**src/rtl/fifo_pkg.sv**
```systemverilog
// Shared definitions for the basic FIFO and its push-side packer.
package fifo_pkg;

  typedef enum logic {FILL, HOLD} packer_state_t;

  localparam int FIFO_WIDTH = 10;
  localparam int FIFO_DEPTH = 32;

  // Widest word pack_lane can handle; callers cast to their own width.
  localparam int PACK_MAX = 64;

  // Return word with beat written into lane (lane_w bits per lane).
  function automatic logic [PACK_MAX-1:0] pack_lane(
    input logic [PACK_MAX-1:0] word,
    input int                  lane,
    input logic [PACK_MAX-1:0] beat,
    input int                  lane_w
  );
    logic [PACK_MAX-1:0] mask;
    mask = ((PACK_MAX'(1) << lane_w) - PACK_MAX'(1)) << (lane * lane_w);
    return (word & ~mask) | ((beat << (lane * lane_w)) & mask);
  endfunction

endpackage

```
**src/rtl/fifo_push_packer.sv**
```systemverilog
// Packs RATIO narrow beats into one FIFO word and pushes it when the FIFO
// has room. in_last closes a word early; unused upper lanes are padded.
// Optional: FIFO_PUSH_PACKER_REPLICATE_PAD_EN pads with copies of the final
// beat instead of zeros.
module fifo_push_packer
  import fifo_pkg::*;
#(
  parameter int IN_WIDTH = FIFO_WIDTH / 2,
  parameter int RATIO    = 2
) (
  input  logic                      clk,
  input  logic                      rst,
  input  logic                      in_valid,
  output logic                      in_ready,
  input  logic [IN_WIDTH-1:0]       in_data,
  input  logic                      in_last,
  input  logic                      fifo_ready,
  input  logic                      fifo_full,
  output logic                      pu_en,
  output logic [IN_WIDTH*RATIO-1:0] pu_data,
  output logic [15:0]               words_pushed
);

  localparam int WIDTH    = IN_WIDTH * RATIO;
  localparam int LG_RATIO = $clog2(RATIO);
  localparam logic [LG_RATIO-1:0] LAST_LANE = LG_RATIO'(RATIO - 1);

  packer_state_t       state, state_nxt;
  logic [LG_RATIO-1:0] lane;
  logic [WIDTH-1:0]    word;

  logic                acc;
  logic                close;
  logic [LG_RATIO-1:0] wr_lane;
  logic [WIDTH-1:0]    base_word;
  logic [WIDTH-1:0]    written;
  logic [WIDTH-1:0]    padded;
  logic [IN_WIDTH-1:0] pad_beat;

  // Handshake and push strobe; a word pushing this cycle frees room for a beat.
  always_comb begin
    in_ready = fifo_ready && ((state == FILL) || !fifo_full);
    pu_en    = (state == HOLD) && fifo_ready && !fifo_full;
    acc      = in_valid && in_ready;
    pu_data  = word;
  end

`ifdef FIFO_PUSH_PACKER_REPLICATE_PAD_EN
  assign pad_beat = in_data;
`else
  assign pad_beat = '0;
`endif

  // Word being built by an accepted beat. In HOLD an accept always coincides
  // with a push, so the new word starts fresh at lane 0.
  always_comb begin
    base_word = (state == HOLD) ? '0 : word;
    wr_lane   = (state == HOLD) ? '0 : lane;
    close     = in_last || (wr_lane == LAST_LANE);
    written   = WIDTH'(pack_lane(PACK_MAX'(base_word), int'(wr_lane),
                                 PACK_MAX'(in_data), IN_WIDTH));
    padded    = written;
    for (int j = 1; j < RATIO; j++) begin
      if (j > int'(wr_lane))
        padded = WIDTH'(pack_lane(PACK_MAX'(padded), j,
                                  PACK_MAX'(pad_beat), IN_WIDTH));
    end
  end

  // State register.
  always_ff @(posedge clk) begin
    if (rst) state <= FILL;
    else     state <= state_nxt;
  end

  // Next state: close on the last lane or in_last; leave HOLD once pushed.
  always_comb begin
    state_nxt = state;
    case (state)
      FILL: if (acc && close) state_nxt = HOLD;
      HOLD: begin
        if (pu_en) state_nxt = (acc && close) ? HOLD : FILL;
      end
      default: state_nxt = FILL;
    endcase
  end

  // Lane write, padding and lane pointer; a push without a new beat clears the word.
  always_ff @(posedge clk) begin
    if (rst) begin
      word <= '0;
      lane <= '0;
    end else if (acc) begin
      word <= close ? padded : written;
      lane <= close ? '0 : wr_lane + LG_RATIO'(1);
    end else if (pu_en) begin
      word <= '0;
      lane <= '0;
    end
  end

  // Pushed-word counter, wraps naturally.
  always_ff @(posedge clk) begin
    if (rst)        words_pushed <= '0;
    else if (pu_en) words_pushed <= words_pushed + 16'd1;
  end

endmodule
```
**config.mk**
```make
export PLATFORM = sky130hd
export DESIGN_NAME = fifo_push_packer
export DESIGN_NICKNAME = d
export VERILOG_FILES = /design/src/rtl/fifo_pkg.sv /design/src/rtl/fifo_push_packer.sv
export SDC_FILE = /design/constraint.sdc
export NUM_CORES = 1
export LEC_CHECK = 0
export ABC_AREA = 1
export ABC_CLOCK_PERIOD_IN_PS = 1650
export CORE_MARGIN = 4
export CORE_UTILIZATION = 48
export CTS_CLUSTER_DIAMETER = 120
export DETAILED_ROUTE_END_ITERATION = 10
export PLACE_DENSITY = 0.81
export RECOVER_POWER = 100
export SLEW_MARGIN = 15
export SYNTH_ARGS = -nofsm -noshare
export SYNTH_HDL_FRONTEND = slang
export SYNTH_SLANG_ARGS = --single-unit
export TNS_END_PERCENT = 1
```
**constraint.sdc**
```tcl
create_clock -name clk -period 1.65 [get_ports clk]
set_input_delay 0.33 -clock clk [delete_from_list [all_inputs] [get_ports clk]]
set_output_delay 0.33 -clock clk [all_outputs]
set_load 0.02 [all_outputs]
```
==> impl_metrics.py, run 1 <==
metrics = {
    "global_routing": {
        "grt_pass1_wl_um": 6130,
        "gr-total-overflow": 0,
        "grt_usage_pct": 18.3,
        "grt_pass1_vias": 1396,
        "grt_max_degree": 16,
        "antenna_found_initial": 0,
    },
    "sta": {
        "setup_viol": 0,
        "relSlewSlack_pct": 72.9,
        "rsz0062_at_grt": "no",
        "max_freq_mhz": 637,
        "finalSetupTns_ns": 0,
        "period_needed_ns": 1.57,
        "fin_crit_sh_pct": 95.2,
        "hold_viol": 0,
        "tightest_slew_ns": 0.406,
        "worst_slack_ns": 0.0797,
        "drv_slew": 0,
        "skew_ns": 0.00771,
    },
    "finish": {
        "stdcell_area_mm2": 0.00189,
        "diodes": 0,
        "fin_nets": 290,
        "multi_input_area_um2": 737,
        "final_cells": 307,
        "regArea_um2": 561,
        "drive_above_1_share_pct": 9.06,
        "synthToLayoutAreaGrowth_pct": 28.4,
        "fill_cells": 289,
        "final_core_util_pct": 66.2,
    },
    "power_and_ir_drop": {
        "worst_ir_drop_vdd_v": 0.000385,
        "leakagePower_uw": 0.000915,
        "power.density_mw_per_mm2": 605,
    },
    "synthesis": {
        "yosys.area.top_type": "dfxtp_1",
        "async_flop_share_pct": 0,
        "ys_seq_elements": 28,
        "synth.net_count": 239,
        "synth_area_leaders": "dfxtp_1, nand2_1, inv_1, nor2_1, a21oi_1",
        "synth.distinct_cells": 26,
        "syn_avg_cell_area_um2": 6.48,
        "synth_edf_count": 0,
        "synth_area_mm2": 0.00147,
        "synth.top_cell.area_share_pct": 38.1,
        "synth_commonest_cells": "nand2_1, inv_1, nor2_1",
        "yosysMostFrequentCell": "nand2_1",
        "synthFlopType": "dfxtp_1",
        "ys_seq_area_share_pct": 38.1,
        "yosysWarnings": 0,
        "synth_cells": 227,
    },
    "route": {
        "viasPerCell": 4.94,
        "num_vias": 1517,
        "post-route-drc-count": 0,
        "dr.first_iter.drc_count": 64,
        "drtAntennaViolNets": 0,
        "wirelength_um": 3440,
        "detail_route.wl_per_cell_um": 11.2,
        "dr.pass1.iters": 4,
    },
    "clocking": {
        "cts_sinks": 28,
        "clk_pin_slew_ns": 0.13,
        "cts_tree": "yes",
        "clock_latency_ns": 0.32,
        "cts_hold_buf": 0,
        "cts-root-buf": "clkbuf_4",
        "cts_max_path_buffers": 2,
        "numCtsBuffers": 3,
        "cts_max_level": 1,
    },
    "setup_path": {
        "timing.rr.end": "words_pushed[14]",
        "crit_path_cell_trace": "clkdlybuf4s50_1 -> inv_2 -> nand3_4 -> inv_1 -> clkdlybuf4s15_2",
        "cp-start-kind": "input pin",
        "r2r_slack_ns": 0.17,
        "cpPeakStageDelay_ns": 0.44,
        "cp_slowest_cell": "clkdlybuf4s50_1",
        "critical_path_class": "input pin to primary output",
        "r2r-start": "state",
        "crit_path_max_fanout": 2,
        "ff2ff_path_depth": 7,
        "critPathCaptureType": "primary output",
        "critical_path_arrival_ns": 1.24,
        "cp.required_ns": 1.32,
    },
    "job": {
        "drv_cap": 0,
    },
    "die": {
        "die_w_um": 63.4,
        "core_area_mm2": 0.00285,
        "dieArea_mm2": 0.00402,
        "die_height_um": 63.4,
        "start_util_pct": 51.6,
        "io-pin-count": 39,
        "num_rows": 19,
    },
    "place": {
        "preCtsSetupSlack_ns": -0.343,
        "dpl_cell_area_mm2": 0.00195,
        "gp_congestion": 0.817,
        "hpwl_um": 2660,
        "io_buffers": 38,
        "dp.cells": 304,
    },
    "run_status": {
        "status": "finished clean",
    },
    "min_path": {
        "whs_endpoint": "pu_data[2]",
        "min_from": "pu_data[2]",
        "worstHoldPathCells": 2,
        "holdCritPathClass": "flop to flop",
    },
}
-- worst max path at each step --
stage	from	endpoint	depth (start not counted)
4_1_cts	pu_data[3]	pu_data[3]	1
2_1_floorplan	words_pushed[1]	words_pushed[10]	8
3_5_place_dp	fifo_ready	pu_en	4
6_report	fifo_full	pu_en	5
5_1_grt	state	words_pushed[12]	7
3_3_place_gp	fifo_ready	pu_en	4
-- metal layers --
layer  share of wire (%)  GRT usage [%]  vias up
li1                    -              -      805
met1                  49           24.7      657
met2                  43           28.2       48
met3                 5.5           4.80        7
met4                 1.9           6.20        0
met5                   0              0        -
-- report_power, final --
group	internal, µW	switching (µW)	total [µW]
registers	690	9.90	700
logic	70.0	100	170
clock network	85.6	187	273
-- cell type report --
| type | instances | area share (%) |
|---|---|---|
| Timing Repair Buffer | 50 | 21.1 |
| Multi-Input combinational cell | 160 | 39.0 |
| Clock buffer | 3 | 1.19 |
| Tap cell | 31 | 2.05 |
| Inverter | 35 | 6.95 |
| Sequential cell | 28 | 29.7 |
-- repair_timing --
item | in CTS | in global routing
resized for setup | 26 | 8
endpoints found under the setup margin | 22 | 8
pin swaps | 0 | 0
setup buffers | 0 | 0
-- critical path, delay by kind of cell --
family | cells | cell delay [ns]
AND/OR/NAND/NOR | 1 | 0.06
buffers and inverters | 4 | 0.85
-- metrics by stage --
step	hold slack [ns]	total power (µW)
after global placement	0.450	897
after floorplan	0.399	817
after global routing	0.503	1200
after detailed placement	0.458	901
final	0.470	1140
after CTS	0.477	1170
-- layout by cell type, fill, tap and decap left out, types with 2 or more instances in the layout --
master	n
clkbuf_4	3
o21ai_0	10
buf_4	11
nand2_4	2
clkbuf_1	7
inv_1	33
nand4_1	5
nand2_1	73
clkdlybuf4s50_1	8
nor2_1	30
nand3_1	15
dfxtp_1	28
dlygate4sd2_1	21
inv_2	2
a21oi_1	15
-- state kept, by name (all words and copies together) (netlist names) --
signal,count
lane,1
state,1
pu_data,10
words_pushed,16
-- cells by family (layout without fill, tap and decap cells) --
logic type      Yosys count  after routing  share of synthesized area (%)
buf+inv                  39             88                           11.2
compound gates           27             27                           9.52
flops                    28             28                           38.1
xor+xnor                  1              1                          0.595
fa+ha+maj                 1              1                          0.850
simple gates            131            131                           39.7
Power figures use the tool's default switching activity.
==> inputs of run 2 (changes only) <==
--- a/config.mk
+++ b/config.mk
@@ -5,13 +5,12 @@
 export SDC_FILE = /design/constraint.sdc
 export NUM_CORES = 1
 export LEC_CHECK = 0
-export ABC_AREA = 1
 export ABC_CLOCK_PERIOD_IN_PS = 1650
 export CORE_MARGIN = 4
-export CORE_UTILIZATION = 48
+export CORE_UTILIZATION = 45
 export CTS_CLUSTER_DIAMETER = 120
 export DETAILED_ROUTE_END_ITERATION = 10
-export PLACE_DENSITY = 0.81
+export PLACE_DENSITY = 0.8
 export RECOVER_POWER = 100
 export SLEW_MARGIN = 15
 export SYNTH_ARGS = -nofsm -noshare
==> impl_metrics.py, run 2 <==
metrics = {
    "run_status": {
        "status": "finished clean",
    },
    "synthesis": {
        "ys_seq_elements": 28,
        "ys_seq_area_share_pct": 45.9,
        "synth_compound_area_share_pct": 18.9,
        "synth_cells": 141,
        "synth_xor_xnor_area_share_pct": 6.46,
        "synth_area_mm2": 0.00122,
        "async_flop_share_pct": 0,
        "syn_avg_cell_area_um2": 8.65,
        "synth_commonest_cells": "dfxtp_1, a21oi_1, nand2_1",
        "yosysWarnings": 0,
        "synth_simple_gate_area_share_pct": 22.3,
        "synth_fa_ha_area_share_pct": 1.03,
        "synth_mux_area_share_pct": 0.923,
        "synthFlopType": "dfxtp_1",
        "synth.top_cell.area_share_pct": 45.9,
        "synth.net_count": 153,
        "yosys.area.top_type": "dfxtp_1",
        "synth_area_leaders": "dfxtp_1, a21oi_1, o21ai_0, nand2_1, a22o_1",
        "synth.distinct_cells": 34,
        "yosysMostFrequentCell": "dfxtp_1",
        "synth_edf_count": 0,
        "synth_top_family_by_area": "simple AND/OR/NAND/NOR gates",
    },
    "clocking": {
        "clk_pin_slew_ns": 0.14,
        "cts_hold_buf": 0,
        "cts_setup_buffers": 0,
        "cts_sinks": 28,
        "cts_max_path_buffers": 2,
        "clock_latency_ns": 0.31,
        "cts-root-buf": "clkbuf_4",
        "cts_max_level": 1,
        "cts_tree": "yes",
        "numCtsBuffers": 3,
    },
    "power_and_ir_drop": {
        "power.share.clock_pct": 25.0,
        "cell_internal_pwr_uw": 845,
        "seqPwrFrac_pct": 63.0,
        "power_switching_uw": 253,
        "p_comb_share_pct": 12.1,
        "worst_ir_drop_vdd_v": 0.000481,
        "swShare_pct": 23.1,
        "leakagePower_uw": 0.000790,
        "power.density_mw_per_mm2": 634,
    },
    "global_routing": {
        "grt_pass1_wl_um": 5020,
        "grt_pass1_vias": 1121,
        "grt_max_degree": 20,
        "gr-total-overflow": 0,
        "antenna_found_initial": 0,
        "grt_usage_pct": 17.9,
    },
    "die": {
        "dieArea_mm2": 0.00361,
        "die_height_um": 60.1,
        "core_area_mm2": 0.00252,
        "start_util_pct": 48.4,
        "die_w_um": 60.1,
        "io-pin-count": 39,
        "num_rows": 18,
    },
    "sta": {
        "setup_viol": 0,
        "relSlewSlack_pct": 76.4,
        "worst_slack_ns": 0.0767,
        "drv_slew": 0,
        "fin_crit_sh_pct": 95.4,
        "hold_viol": 0,
        "period_needed_ns": 1.57,
        "finalSetupTns_ns": 0,
        "tightest_slew_ns": 0.345,
        "max_freq_mhz": 636,
        "skew_ns": 0.00148,
    },
    "place": {
        "hpwl_um": 2370,
        "preCtsSetupSlack_ns": -0.420,
        "io_buffers": 38,
        "gp_congestion": 0.805,
    },
    "setup_path": {
        "crit_path_cell_trace": "buf_6 -> nand4b_4 -> or2_1 -> buf_2 -> or3_4 -> a21oi_2",
        "critical_path_arrival_ns": 1.83,
        "critPathCaptureType": "flop",
        "cp.required_ns": 1.91,
        "crit_path_max_fanout": 9,
        "r2r_slack_ns": 0.08,
        "cp_slowest_cell": "dfxtp_2",
        "cpPeakStageDelay_ns": 0.38,
        "critical_path_class": "flop to flop",
        "cp-start-kind": "flop",
    },
    "finish": {
        "final_core_util_pct": 68.7,
        "fin_nets": 209,
        "largest_register": "words_pushed",
        "synthToLayoutAreaGrowth_pct": 42.1,
        "fill_cells": 226,
        "final_cell_mix": "dfxtp_1, buf_4, nand2_1, dlygate4sd2_1",
        "largest_reg_flops": 16,
        "final_common_cell": "dfxtp_1",
        "drive_above_1_share_pct": 19.4,
        "diodes": 0,
    },
    "route": {
        "post-route-drc-count": 0,
        "viasPerCell": 5.48,
        "num_vias": 1239,
        "drtAntennaViolNets": 0,
        "dr.first_iter.drc_count": 32,
        "wirelength_um": 3160,
        "dr.pass1.iters": 4,
        "detail_route.wl_per_cell_um": 14.0,
    },
    "job": {
        "drv_cap": 0,
    },
    "min_path": {
        "holdCritPathClass": "input pin to flop",
    },
}
[run 2: cell types whose count changed in the layout (fill, tap and decap cells not counted), sizes merged, moves of 7 or more]
cell / before / now
nand2: 75 / 14
nand3: 17 / 5
nor2: 31 / 11
inv: 35 / 5
dlygate4sd2: 21 / 14
buf: 11 / 20
[run 2: layer usage]
layer	global-route usage [%]	part of all wire [%]	vias to the layer above	routed length, µm
li1	-	-	614	-
met1	25.1	46	588	1460
met2	28.7	48	33	1510
met3	2.81	4.7	4	149
met4	3.80	0.98	0	31
met5	0	0	-	0
[run 2: cell families after synthesis]
logic type,Yosys count
compound gates,38
flops,28
xor+xnor,9
fa+ha+maj,1
simple gates,52
buf+inv,12
mux,1
[run 2: worst max-delay path: cells and delay by family, from the launching register on]
family,cells,cell delay (ns)
buf+inv,2,0.29
compound gates,1,0.13
flops,1,0.38
simple gates,3,0.73
[run 2: path summary, 6_finish.rpt]
check | startpoint | to | depth (start not counted)
setup / recovery | state | words_pushed[11] | 6
hold / removal | fifo_ready | words_pushed[1] | 4
setup reg to reg | state | words_pushed[11] | 6
hold reg to reg | pu_data[1] | pu_data[1] | 1
[run 2: repair_timing]
item | 4_1_cts | 5_1_grt
endpoints found under the setup margin | 19 | 19
pin swaps | 1 | 1
endpoints found under the hold margin | 0 | 0
gates resized for setup | 21 | 28
gates cloned | 0 | 0
[run 2: per-stage QoR]
step | instances | total power (µW) | hold slack, ns | cell area [µm²]
global placement | 222 | 844 | 0.459 | 1760
finish | 226 | 1100 | 0.481 | 1730
detailed placement | 222 | 846 | 0.463 | 1760
global route | 226 | 1150 | 0.478 | 1730
CTS | 226 | 1110 | 0.494 | 1760
floorplan | 141 | 763 | 0.463 | 1230
[run 2: cell type report]
type / instances / area [µm²] / area share (%)
multi-input combinational: 101 / 629 / 36.3
sequential: 28 / 569 / 32.9
timing repair buffer: 58 / 452 / 26.1
tap: 30 / 37.5 / 2.17
clock buffer: 4 / 26.3 / 1.52
inverter: 5 / 18.8 / 1.08
[run 2: power by group through the flow]
| stage | registers (µW) | logic [µW] | clock network [µW] |
|---|---|---|---|
| 4_1_cts | 691 | 139 | 283 |
| 2_1_floorplan | 716 | 47.6 | 0 |
| 5_1_grt | 694 | 143 | 314 |
| 6_report | 692 | 133 | 274 |
| 3_3_place_gp | 706 | 138 | 0 |
| 3_5_place_dp | 706 | 140 | 0 |
